[src/rtl/dmi_bridge_pkg.sv]
// Shared types for the DMI-to-register-bus bridge: request opcodes,
// response codes, bridge states and the DMI request/response records.
package dmi_bridge_pkg;

  localparam int unsigned DMI_ADDR_W = 7;
  localparam int unsigned DMI_DATA_W = 32;
  // Wide enough for the largest legal timeout (65535).
  localparam int unsigned TMO_CNT_W  = 16;

  typedef enum logic [1:0] {
    NOP   = 2'd0,
    READ  = 2'd1,
    WRITE = 2'd2,
    RSVD  = 2'd3
  } dmi_op_e;

  typedef enum logic [1:0] {
    SUCCESS = 2'd0,
    FAILED  = 2'd2
  } dmi_resp_e;

  typedef enum logic [1:0] {
    IDLE  = 2'd0,
    ISSUE = 2'd1,
    WAIT  = 2'd2,
    RESP  = 2'd3
  } bridge_state_e;

  typedef struct packed {
    logic [DMI_ADDR_W-1:0] addr;
    dmi_op_e               op;
    logic [DMI_DATA_W-1:0] data;
  } dmi_req_t;

  typedef struct packed {
    dmi_resp_e             resp;
    logic [DMI_DATA_W-1:0] data;
  } dmi_resp_t;

  // Map a register-bus error flag onto the DMI response code.
  function automatic dmi_resp_e completion_code(input logic err);
    return err ? FAILED : SUCCESS;
  endfunction

endpackage

[src/rtl/dmi_reg_bridge.sv]
// DMI request/response channel to single-outstanding valid/grant register
// bus bridge. A timeout turns a stalled register access into a failed
// DMI response. Every output comes straight from a flop.
module dmi_reg_bridge
  import dmi_bridge_pkg::*;
#(
  parameter int unsigned ADDR_W  = DMI_ADDR_W,
  parameter int unsigned DATA_W  = DMI_DATA_W,
  parameter int unsigned TIMEOUT = 255
) (
  input  logic              clk,
  input  logic              reset,
  input  logic              dmi_req_valid,
  output logic              dmi_req_ready,
  input  logic [ADDR_W-1:0] dmi_req_addr,
  input  logic [1:0]        dmi_req_op,
  input  logic [DATA_W-1:0] dmi_req_data,
  output logic              dmi_resp_valid,
  input  logic              dmi_resp_ready,
  output logic [1:0]        dmi_resp_resp,
  output logic [DATA_W-1:0] dmi_resp_data,
  output logic              reg_req,
  output logic              reg_we,
  output logic [ADDR_W-1:0] reg_addr,
  output logic [DATA_W-1:0] reg_wdata,
  input  logic              reg_gnt,
  input  logic              reg_rvalid,
  input  logic [DATA_W-1:0] reg_rdata,
  input  logic              reg_err
);

  // Counter value on the last cycle an access may still complete normally.
  localparam logic [TMO_CNT_W-1:0] TMO_LAST = TMO_CNT_W'(TIMEOUT - 1);

  bridge_state_e          state_r;
  bridge_state_e          state_s;
  dmi_op_e                op_r;
  dmi_op_e                req_op_s;
  logic [TMO_CNT_W-1:0]   tmo_cnt_r;
  logic                   timeout_s;
  logic                   accept_s;
  logic                   req_ready_r;
  logic                   resp_valid_r;
  logic                   reg_req_r;
  logic                   reg_we_r;
  logic [ADDR_W-1:0]      reg_addr_r;
  logic [DATA_W-1:0]      reg_wdata_r;
  dmi_resp_e              resp_r;
  dmi_resp_e              resp_s;
  logic [DATA_W-1:0]      resp_data_r;
  logic [DATA_W-1:0]      resp_data_s;
  logic [DATA_W-1:0]      done_data_s;

  assign req_op_s    = dmi_op_e'(dmi_req_op);
  // req_ready_r is only ever high while the state register holds IDLE.
  assign accept_s    = dmi_req_valid && req_ready_r;
  assign timeout_s   = (tmo_cnt_r == TMO_LAST);
  assign done_data_s = (op_r == READ && !reg_err) ? reg_rdata : {DATA_W{1'b0}};

  // Next state and next response contents; the response only changes on entry to RESP.
  always_comb begin
    state_s     = state_r;
    resp_s      = resp_r;
    resp_data_s = resp_data_r;
    case (state_r)
      IDLE: begin
        if (accept_s) begin
          case (req_op_s)
            NOP: begin
              state_s     = RESP;
              resp_s      = SUCCESS;
              resp_data_s = {DATA_W{1'b0}};
            end
            READ, WRITE: begin
              state_s = ISSUE;
            end
            default: begin
              state_s     = RESP;
              resp_s      = FAILED;
              resp_data_s = {DATA_W{1'b0}};
            end
          endcase
        end else begin
          state_s = IDLE;
        end
      end
      ISSUE: begin
        // Completion beats a timeout landing on the same cycle.
        if (reg_gnt && reg_rvalid) begin
          state_s     = RESP;
          resp_s      = completion_code(reg_err);
          resp_data_s = done_data_s;
        end else if (timeout_s) begin
          state_s     = RESP;
          resp_s      = FAILED;
          resp_data_s = {DATA_W{1'b0}};
        end else if (reg_gnt) begin
          state_s = WAIT;
        end else begin
          state_s = ISSUE;
        end
      end
      WAIT: begin
        if (reg_rvalid) begin
          state_s     = RESP;
          resp_s      = completion_code(reg_err);
          resp_data_s = done_data_s;
        end else if (timeout_s) begin
          state_s     = RESP;
          resp_s      = FAILED;
          resp_data_s = {DATA_W{1'b0}};
        end else begin
          state_s = WAIT;
        end
      end
      RESP: begin
        if (dmi_resp_ready) begin
          state_s = IDLE;
        end else begin
          state_s = RESP;
        end
      end
      default: begin
        state_s = IDLE;
      end
    endcase
  end

  // State register and state-decoded output flops.
  always_ff @(posedge clk) begin
    if (reset) begin
      state_r      <= IDLE;
      req_ready_r  <= 1'b0;
      resp_valid_r <= 1'b0;
      reg_req_r    <= 1'b0;
      resp_r       <= SUCCESS;
      resp_data_r  <= {DATA_W{1'b0}};
    end else begin
      state_r      <= state_s;
      req_ready_r  <= (state_s == IDLE);
      resp_valid_r <= (state_s == RESP);
      reg_req_r    <= (state_s == ISSUE);
      resp_r       <= resp_s;
      resp_data_r  <= resp_data_s;
    end
  end

  // Latch the accepted register access and run the ISSUE/WAIT timeout counter.
  always_ff @(posedge clk) begin
    if (reset) begin
      op_r        <= NOP;
      reg_we_r    <= 1'b0;
      reg_addr_r  <= {ADDR_W{1'b0}};
      reg_wdata_r <= {DATA_W{1'b0}};
      tmo_cnt_r   <= {TMO_CNT_W{1'b0}};
    end else if (state_r == IDLE && state_s == ISSUE) begin
      op_r        <= req_op_s;
      reg_we_r    <= (req_op_s == WRITE);
      reg_addr_r  <= dmi_req_addr;
      reg_wdata_r <= dmi_req_data;
      tmo_cnt_r   <= {TMO_CNT_W{1'b0}};
    end else if (state_r == ISSUE || state_r == WAIT) begin
      tmo_cnt_r   <= tmo_cnt_r + {{(TMO_CNT_W-1){1'b0}}, 1'b1};
    end else begin
      tmo_cnt_r   <= tmo_cnt_r;
    end
  end

  assign dmi_req_ready  = req_ready_r;
  assign dmi_resp_valid = resp_valid_r;
  assign dmi_resp_resp  = resp_r;
  assign dmi_resp_data  = resp_data_r;
  assign reg_req        = reg_req_r;
  assign reg_we         = reg_we_r;
  assign reg_addr       = reg_addr_r;
  assign reg_wdata      = reg_wdata_r;

endmodule

[config.mk]
export PLATFORM = sky130hd
export DESIGN_NAME = dmi_reg_bridge
export DESIGN_NICKNAME = d
export VERILOG_FILES = /design/src/rtl/dmi_bridge_pkg.sv /design/src/rtl/dmi_reg_bridge.sv
export SDC_FILE = /design/constraint.sdc
export NUM_CORES = 1
export LEC_CHECK = 0
export BUFFER_PORTS_ARGS = -buffer_cell sky130_fd_sc_hd__buf_2
export CORE_MARGIN = 4
export CORE_UTILIZATION = 40
export CTS_BUF_LIST = sky130_fd_sc_hd__clkbuf_8
export CTS_CLUSTER_DIAMETER = 200
export CTS_CLUSTER_SIZE = 24
export DETAILED_ROUTE_END_ITERATION = 6
export PLACE_DENSITY = 0.67
export SLEW_MARGIN = 20
export SYNTH_ARGS = -nofsm -noshare
export SYNTH_HDL_FRONTEND = slang
export SYNTH_SLANG_ARGS = --single-unit
[constraint.sdc]
create_clock -name clk -period 3.2 [get_ports clk]
set_input_delay 0.96 -clock clk [delete_from_list [all_inputs] [get_ports clk]]
set_output_delay 0.96 -clock clk [all_outputs]
set_load 0.02 [all_outputs]
==> impl_metrics.env, run 1 <==
export IMPL_worst_setup_path_start_kind="register"
export IMPL_rsz0062_at_grt="no"
export IMPL_drv_slew=0
export IMPL_grt_pass1_wl_mm=14.9
export IMPL_cp_max_fo=16
export IMPL_synth_seq_area_share_pct=46.6
export IMPL_vias=3400
export IMPL_power_density_mw_per_mm2=869
export IMPL_layout_common_cells="buf_2, dfxtp_1, nand2b_1"
export IMPL_ctsHoldBuffers=0
export IMPL_wl_met2_mm=4.19
export IMPL_instances_no_fill=706
export IMPL_path_class="register to register"
export IMPL_setup_slack_ps=604
export IMPL_vias_per_cell=4.82
export IMPL_grt_antenna_before_repair=2
export IMPL_critPathArrivalTime_ps=2890
export IMPL_detail_route_wirelength_mm=9.45
export IMPL_dr_wl_met3_um=897
export IMPL_syn_nets=511
export IMPL_grt_pass1_vias=3298
export IMPL_cts_root_buf="clkbuf_8"
export IMPL_dpl_hpwl_mm=6.82
export IMPL_synth_seq_cells=97
export IMPL_final_common_cell="buf_2"
export IMPL_dpl_cell_count=689
export IMPL_htreeDepth=3
export IMPL_synthDistinctLibCells=42
export IMPL_cts_tree="done"
export IMPL_dr_pass1_iters=4
export IMPL_dp_slack_ps=443
export IMPL_wire_per_inst_um=13.4
export IMPL_yosys_warnings=0
export IMPL_worst_slew_pin_slew_ps=698
export IMPL_finalSetupViolations=0
export IMPL_fin_setup_tns_ps=0
export IMPL_drive_above_1_share_pct=32.0
export IMPL_wl_met1_mm=4.23
export IMPL_p_leak_nw=2.63
export IMPL_gr_usage_all_layers_pct=15.3
export IMPL_cts_sinks=97
export IMPL_fmax_mhz=385
export IMPL_peakVddDrop_mv=0.489
export IMPL_gp_congestion=0.771
export IMPL_synthToLayoutAreaGrowth_pct=26.7
export IMPL_avgSynthCellArea_um2=9.89
export IMPL_final_area_mm2=0.00528
export IMPL_clock_skew_ps=11.9
export IMPL_coreArea_mm2=0.00995
export IMPL_clk_pin_slew_ps=100
export IMPL_synth_cells=421
export IMPL_hold_violations=0
export IMPL_clk_latency_ps=360
export IMPL_drc=0
export IMPL_rows=36
export IMPL_nets=657
export IMPL_syn_area_mm2=0.00416
export IMPL_grt_start_max_net_pins=108
export IMPL_cts_buffer_depth=2
export IMPL_status="finished clean"
export IMPL_endpoint_kind="register"
export IMPL_cts_buffers=9
export IMPL_fin_crit_ps=2600
export IMPL_port_buffers=156
export IMPL_fp_dieW_um=110
export IMPL_overflow=0
export IMPL_die_area_mm2=0.0121
export IMPL_die_h_um=110
export IMPL_top_layer="met5"
export IMPL_hp_class="register to register"
export IMPL_worstPathRequired_ps=3500
export IMPL_max_slew_margin_pct=52.3
export IMPL_initial_core_util_pct=41.8
export IMPL_num_io_pins=157
export IMPL_drt_iter0_drc=227
export IMPL_post_cts_buffers=0
export IMPL_cap_viol_max_count=0
export IMPL_period_share_pct=81.1
export IMPL_place_area_mm2=0.00505
export IMPL_ant_nets=0
export IMPL_cts_resized=0
## final timing paths
check / startpoint / endpoint / slack [ps] / cells after the start
max: tmo_cnt_r[9] / tmo_cnt_r[1] / 600 / 5
min: reg_wdata[22] / reg_wdata[22] / 480 / 2
max reg2reg: tmo_cnt_r[9] / tmo_cnt_r[1] / 600 / 5
min reg2reg: reg_wdata[22] / reg_wdata[22] / 480 / 2
## through the flow
stage / hold slack [ps] / total power [mW] / utilization [%]
after global routing: 493 / 4.86 / 53.0
after global placement: 457 / 3.72 / 50.8
after floorplan: 448 / 3.20 / -
after detailed placement: 463 / 3.76 / 50.8
final: 477 / 4.58 / 53.0
after CTS: 481 / 4.64 / 53.0
## cells in the mapped netlist
cell	instances	area, µm²
and2_1	16	100
nor2_1	38	143
or4_4	1	11.3
buf_6	5	56.3
and3b_1	1	8.76
inv_1	7	26.3
a311oi_1	1	8.76
o21ai_1	1	5.00
o21ai_0	1	5.00
a21o_1	1	7.51
nor2b_1	3	18.8
o211a_1	1	10.0
nand3_1	3	15.0
nor4_1	2	12.5
a21boi_0	1	7.51
xor2_1	7	61.3
a21oi_2	1	8.76
nand3_4	1	17.5
nor3b_1	1	7.51
and3_1	5	31.3
ha_1	10	125
nand4_1	3	18.8
nand4b_1	1	8.76
dfxtp_1	97	1940
nor3_1	4	20.0
nand2b_1	84	526
nand2_1	9	33.8
a31oi_4	1	21.3
a2111oi_0	1	8.76
mux2i_1	42	420
a21oi_1	3	15.0
and4_1	1	8.76
or4_1	1	7.51
a21bo_2	1	10.0
clkbuf_1	21	78.8
o41ai_1	1	8.76
xnor2_1	8	70.1
a22oi_1	32	240
a221o_2	1	11.3
o32a_1	1	10.0
nand3b_1	1	7.51
or4b_1	1	10.0
## routing by layer
metal	track usage [%]	vias up
met4	5.52	2
met5	0	-
met1	19.0	1547
li1	-	1715
met3	4.83	14
met2	24.9	122
## power breakdown
| part | total (mW) | switching [mW] | internal, mW |
|---|---|---|---|
| Combinational | 2.07 | 1.23 | 0.842 |
| Sequential | 1.64 | 0.147 | 1.49 |
| Clock | 0.871 | 0.428 | 0.442 |
| Total | 4.58 | 1.81 | 2.78 |
## state kept, by name, indices dropped and copies added (netlist names)
signal and cells:
reg_req 1, op_r 2, dmi_resp_resp 2, state_r 2, dmi_resp_data 32, dmi_resp_valid 1
reg_we 1, reg_wdata 32, tmo_cnt_r 16, reg_addr 7, dmi_req_ready 1
## logic make-up (layout without fill, tap and decap cells)
group	Yosys count	in the layout	synth area share (%)
other cells	0	1	0
fa+ha+maj	10	10	3.00
compound gates	48	48	9.07
xor+xnor	15	15	3.16
simple gates	176	176	24.2
flops	97	97	46.6
buf+inv	33	184	3.88
mux	42	42	10.1
## layout make-up
type	instances	area (µm²)
repair buffers	161	856
inverters	7	26.3
flip-flops and latches	97	1940
clock inverters	7	95.1
clock buffers	9	124
fillers	943	4680
multi-input cells	291	2060
well taps	133	166
diodes	1	2.50
## critical path, stage by stage, from the launching register on
cell	delay (ps)
dfxtp_1	370
or4_1	540
or4_4	570
a221o_2	460
a31oi_4	390
o211a_1	210
Note: power is estimated with default switching activity, not from simulation.
==> run 2, diff against run 1 <==
PLACE_DENSITY = 0.7   (was 0.67)
clock period = 2.1 ns   (was 3.2 ns; I/O delays follow)
==> run 2 against run 1 <==
  * Combinational power rose by 80%
  * Maximum frequency rose by 7.4%
  * Wire length rose by 6.7%
  * The flow now finishes with violations (negative setup slack)
  * Sequential share of layout area fell by 2.2 points
  * Highest routed layer unchanged
  * Critical endpoint is now reg_wdata[21]
  * Register-to-register slack got worse by 920 ps
  * Utilization rose by 3.4 points
  * Sequential power rose by 52%
  * Cell count rose by 5.4%
==> impl_metrics.env, run 2 (synthesized netlist as in run 1, its figures left out) <==
export IMPL_max_slew_margin_pct=72.6
export IMPL_worst_hold_path_num_cells=2
export IMPL_ff2ff_path_depth=7
export IMPL_period_share_pct=115
export IMPL_peakVddDrop_mv=0.731
export IMPL_r2r_end="reg_wdata[21]"
export IMPL_clock_skew_ps=10.5
export IMPL_initial_core_util_pct=41.8
export IMPL_pwr_share_seq_pct=33.5
export IMPL_gp_congestion=0.805
export IMPL_endpoint_kind="register"
export IMPL_worstPathRequired_ps=2380
export IMPL_fp_dieW_um=110
export IMPL_gr_usage_all_layers_pct=16.1
export IMPL_clk_latency_ps=360
export IMPL_final_common_cell="buf_2"
export IMPL_hold_violations=0
export IMPL_hold_start="reg_wdata[13]"
export IMPL_grt_antenna_before_repair=1
export IMPL_synthToLayoutAreaGrowth_pct=34.9
export IMPL_dpl_cell_count=724
export IMPL_r2r_slack_ps=-320
export IMPL_status="finished, violations left"
export IMPL_detail_route_wirelength_mm=10.1
export IMPL_cap_viol_max_count=0
export IMPL_drt_iter0_drc=166
export IMPL_power_density_mw_per_mm2=1330
export IMPL_drive_above_1_share_pct=37.2
export IMPL_dr_pass1_iters=4
export IMPL_cts_buffer_depth=2
export IMPL_p_int_mw=4.55
export IMPL_cts_sinks=97
export IMPL_htreeDepth=3
export IMPL_finalSetupViolations=61
export IMPL_nets=695
export IMPL_grt_start_max_net_pins=64
export IMPL_drv_slew=0
export IMPL_critPathArrivalTime_ps=2690
export IMPL_vias_per_cell=4.76
export IMPL_port_buffers=156
export IMPL_timing_rr_start="tmo_cnt_r[8]"
export IMPL_num_io_pins=157
export IMPL_instances_no_fill=744
export IMPL_p_total_mw=7.47
export IMPL_vias=3541
export IMPL_fin_crit_ps=2420
export IMPL_drc=0
export IMPL_worst_slew_pin_slew_ps=401
export IMPL_n_fill_cell=929
export IMPL_coreArea_mm2=0.00995
export IMPL_dp_slack_ps=-336
export IMPL_cp_max_fo=5
export IMPL_min_delay_worst_endpoint="reg_wdata[13]"
export IMPL_setup_slack_ps=-316
export IMPL_p_comb_share_pct=50.0
export IMPL_grt_pass1_vias=3531
export IMPL_hp_class="register to register"
export IMPL_p_leak_nw=2.83
export IMPL_fin_setup_tns_ps=-15780
export IMPL_rsz0062_at_grt="yes"
export IMPL_dpl_hpwl_mm=7.66
export IMPL_layout_common_cells="buf_2, dfxtp_1, nand2b_1"
export IMPL_die_h_um=110
export IMPL_rows=36
export IMPL_fmax_mhz=414
export IMPL_ant_nets=0
export IMPL_switching_share_pct=39.1
export IMPL_worst_setup_path_start_kind="register"
export IMPL_cts_tree="done"
export IMPL_hold_ws_ps=476
export IMPL_cts_buffers=9
export IMPL_ctsHoldBuffers=0
export IMPL_overflow=0
export IMPL_clk_pin_slew_ps=90
export IMPL_violations="negative setup slack"
export IMPL_clockPowerShare_pct=16.5
export IMPL_p_sw_mw=2.92
export IMPL_cts_root_buf="clkbuf_8"
export IMPL_path_class="register to register"
export IMPL_die_area_mm2=0.0121
export IMPL_grt_pass1_wl_mm=15.7
export IMPL_wire_per_inst_um=13.6
==> run 2: changes by cell type in the layout (fill, tap and decap cells not counted), moves of 2 or more <==
cell,delta
buf_4,+33
buf_12,+2
buf_6,+2
clkinv_4,-2
==> run 2: worst max-delay path by stage <==
| stage | startpoint | end | cells after the start |
|---|---|---|---|
| CTS | tmo_cnt_r[8] | reg_wdata[2] | 6 |
| finish | tmo_cnt_r[8] | reg_wdata[21] | 7 |
| global placement | tmo_cnt_r[8] | reg_wdata[27] | 6 |
| floorplan | tmo_cnt_r[8] | op_r[1] | 6 |
| detailed placement | tmo_cnt_r[8] | reg_wdata[0] | 6 |
| global route | tmo_cnt_r[8] | reg_wdata[30] | 6 |
==> run 2: power groups by stage <==
| stage | registers, mW | logic [mW] | clock network [mW] |
|---|---|---|---|
| 3_5_place_dp | 2.55 | 3.58 | 0 |
| 4_1_cts | 2.51 | 3.65 | 1.28 |
| 6_report | 2.50 | 3.73 | 1.23 |
| 3_3_place_gp | 2.52 | 3.52 | 0 |
| 2_1_floorplan | 3.00 | 1.89 | 0 |
| 5_1_grt | 2.56 | 4.02 | 1.35 |
==> run 2: metal layers <==
metal	global-route usage [%]	vias up	share of wire, %
met1	18.8	1630	41
met2	27.9	116	47
li1	-	1782	-
met4	4.54	2	0.86
met5	0	-	0.079
met3	5.77	11	10
==> run 2: layout make-up <==
| type | count | area, µm² | share of cell area [%] |
|---|---|---|---|
| diodes | 1 | 2.50 | 0.0446 |
| flip-flops and latches | 97 | 1940 | 34.6 |
| well taps | 133 | 166 | 2.96 |
| clock buffers | 9 | 124 | 2.21 |
| repair buffers | 199 | 1180 | 21.0 |
| inverters | 7 | 26.3 | 0.468 |
| multi-input cells | 291 | 2100 | 37.3 |
| clock inverters | 7 | 76.3 | 1.36 |
==> run 2: critical path, stage by stage, from the launching register on <==
cell     delay (ps)
dfxtp_1         320
or4_4           530
or4_4           530
a221o_2         410
nand3_4         140
buf_4           130
buf_6           100
mux2i_1         180
==> run 2: repair_timing <==
item,CTS,global route
setup buffers,1,2
endpoints found under the setup margin,61,62
pin swaps,1,1
resized for setup,5,5
==> run 2: stage by stage <==
stage          cell area (µm²)  utilization (%)
6_report                  5620             56.4
5_1_grt                   5610             56.4
4_1_cts                   5580             56.0
3_5_place_dp              5350             53.7
3_3_place_gp              5350             53.7
2_1_floorplan             4170                -
==> run 3, diff against run 2 <==
CORE_MARGIN = unset   (was 4)
==> run 3 against run 2 <==
  * The run still ends with negative setup slack left
  * Wire length down 6.3%
  * Die area down 11%
  * Cell area up 0.40%
  * Combinational power about the same
  * Largest cell class unchanged
==> impl_metrics.env, run 3 (synthesized netlist as in run 1, its figures left out) <==
export IMPL_hold_violations=0
export IMPL_gr_usage_all_layers_pct=17.6
export IMPL_fmax_mhz=418
export IMPL_drv_slew=0
export IMPL_wl_met1_mm=4.28
export IMPL_finalSetupViolations=61
export IMPL_p_leak_nw=2.82
export IMPL_gp_congestion=0.809
export IMPL_wl_met2_mm=4.53
export IMPL_path_class="register to register"
export IMPL_fin_crit_ps=2390
export IMPL_vias_per_cell=4.79
export IMPL_worstPathRequired_ps=2380
export IMPL_detail_route_wirelength_mm=9.45
export IMPL_nets=693
export IMPL_final_area_mm2=0.00564
export IMPL_violations="negative setup slack"
export IMPL_place_area_mm2=0.00534
export IMPL_coreArea_mm2=0.00991
export IMPL_worst_setup_path_start_kind="register"
export IMPL_rsz0062_at_grt="yes"
export IMPL_drive_above_1_share_pct=37.3
export IMPL_endpoint_kind="register"
export IMPL_htreeDepth=3
export IMPL_grt_pass1_vias=3418
export IMPL_status="finished, violations left"
export IMPL_dpl_hpwl_mm=7.00
export IMPL_rows=36
export IMPL_power_density_mw_per_mm2=1340
export IMPL_worst_slew_pin_slew_ps=688
export IMPL_grt_antenna_before_repair=0
export IMPL_top_layer="met4"
export IMPL_die_h_um=104
export IMPL_ctsHoldBuffers=0
export IMPL_clk_pin_slew_ps=90
export IMPL_overflow=0
export IMPL_drc=0
export IMPL_port_buffers=156
export IMPL_hp_class="register to register"
export IMPL_n_fill_cell=883
export IMPL_drt_iter0_drc=96
export IMPL_wire_per_inst_um=12.8
export IMPL_vias=3553
export IMPL_clk_latency_ps=360
export IMPL_layout_common_cells="buf_2, dfxtp_1, nand2b_1"
export IMPL_grt_start_max_net_pins=61
export IMPL_cp_max_fo=17
export IMPL_cts_buffer_depth=2
export IMPL_fp_dieW_um=104
export IMPL_p_sw_mw=2.89
export IMPL_dpl_cell_count=721
export IMPL_pwr_share_seq_pct=33.1
export IMPL_cts_tree="done"
export IMPL_cap_viol_max_count=0
export IMPL_dp_slack_ps=-360
export IMPL_multiInputGateArea_mm2=0.00209
export IMPL_p_comb_share_pct=49.1
export IMPL_dr_pass1_iters=4
export IMPL_num_io_pins=157
export IMPL_clockPowerShare_pct=17.8
export IMPL_cts_buffers=9
export IMPL_period_share_pct=114
export IMPL_final_common_cell="buf_2"
export IMPL_regArea_mm2=0.00194
export IMPL_clock_skew_ps=9.94
export IMPL_cts_sinks=97
export IMPL_critPathArrivalTime_ps=2680
export IMPL_p_int_mw=4.67
export IMPL_n_antenna_cell=0
export IMPL_max_slew_margin_pct=53.5
export IMPL_synthToLayoutAreaGrowth_pct=35.4
export IMPL_cts_root_buf="clkbuf_8"
export IMPL_switching_share_pct=38.2
export IMPL_die_area_mm2=0.0108
export IMPL_setup_slack_ps=-293
export IMPL_ant_nets=0
export IMPL_peakVddDrop_mv=0.766
export IMPL_instances_no_fill=741
export IMPL_grt_pass1_wl_mm=15.8
export IMPL_initial_core_util_pct=42.0
export IMPL_dr_wl_met3_um=557
-- run 3: changes by cell type in the layout (fill, tap and decap cells not counted), sizes merged --
cell / previous run / this run
bufinv: 1 / 2
inv: 10 / 9
diode: 1 / 0
clkinvlp: 1 / 2
buf: 199 / 197
clkinv: 2 / 1
-- run 3: power by group through the flow --
stage          Combinational [mW]  Sequential (mW)  Clock (mW)
4_1_cts                      3.64             2.51        1.40
5_1_grt                      3.97             2.55        1.48
6_report                     3.71             2.50        1.35
3_3_place_gp                 3.43             2.53           0
2_1_floorplan                1.89             3.00           0
3_5_place_dp                 3.51             2.55           0
-- run 3: worst max-delay path, stage by stage, from the launching register on --
cell and delay (ps):
dfxtp_1 320, or4_4 530, or4_4 530, a221o_2 410, nand3_4 140, buf_12 190
mux2i_1 200
-- run 3: layout make-up --
cell class                 instances  area share [%]
clock buffer                       9            2.20
clock inverter                     7            1.80
inverter                           7           0.466
multi-input combinational        291            37.2
sequential                        97            34.5
tap                              133            2.95
timing repair buffer             197            21.0
-- run 3: final timing paths --
check                  end  slack (ps)  depth (start not counted)          start
max          reg_wdata[31]        -290                          6   tmo_cnt_r[9]
min          reg_wdata[24]         480                          2  reg_wdata[24]
max reg2reg  reg_wdata[31]        -290                          6   tmo_cnt_r[9]
min reg2reg  reg_wdata[24]         480                          2  reg_wdata[24]
-- run 3: per-stage QoR --
| stage | hold WS [ps] | util (%) | TNS (ps) | power (mW) |
|---|---|---|---|---|
| after detailed placement | 463 | 53.9 | -21530 | 6.06 |
| after CTS | 479 | 56.6 | -15780 | 7.54 |
| after global placement | 456 | 53.9 | -18350 | 5.95 |
| final | 477 | 56.9 | -14820 | 7.56 |
| after global routing | 495 | 56.9 | -18690 | 8.01 |
| after floorplan | 448 | - | -12680 | 4.89 |
-- run 3: what timing repair did --
action | in CTS | in global routing
gates cloned | 0 | 0
resized for setup | 7 | 5
setup endpoints to repair | 61 | 63
buffers inserted | 3 | 1
pin swaps | 2 | 1
-- run 3: per-layer routing --
layer,vias up,global-route usage (%)
li1,1780,-
met1,1649,21.9
met2,114,30.5
met3,10,3.57
met4,0,5.41
met5,-,0
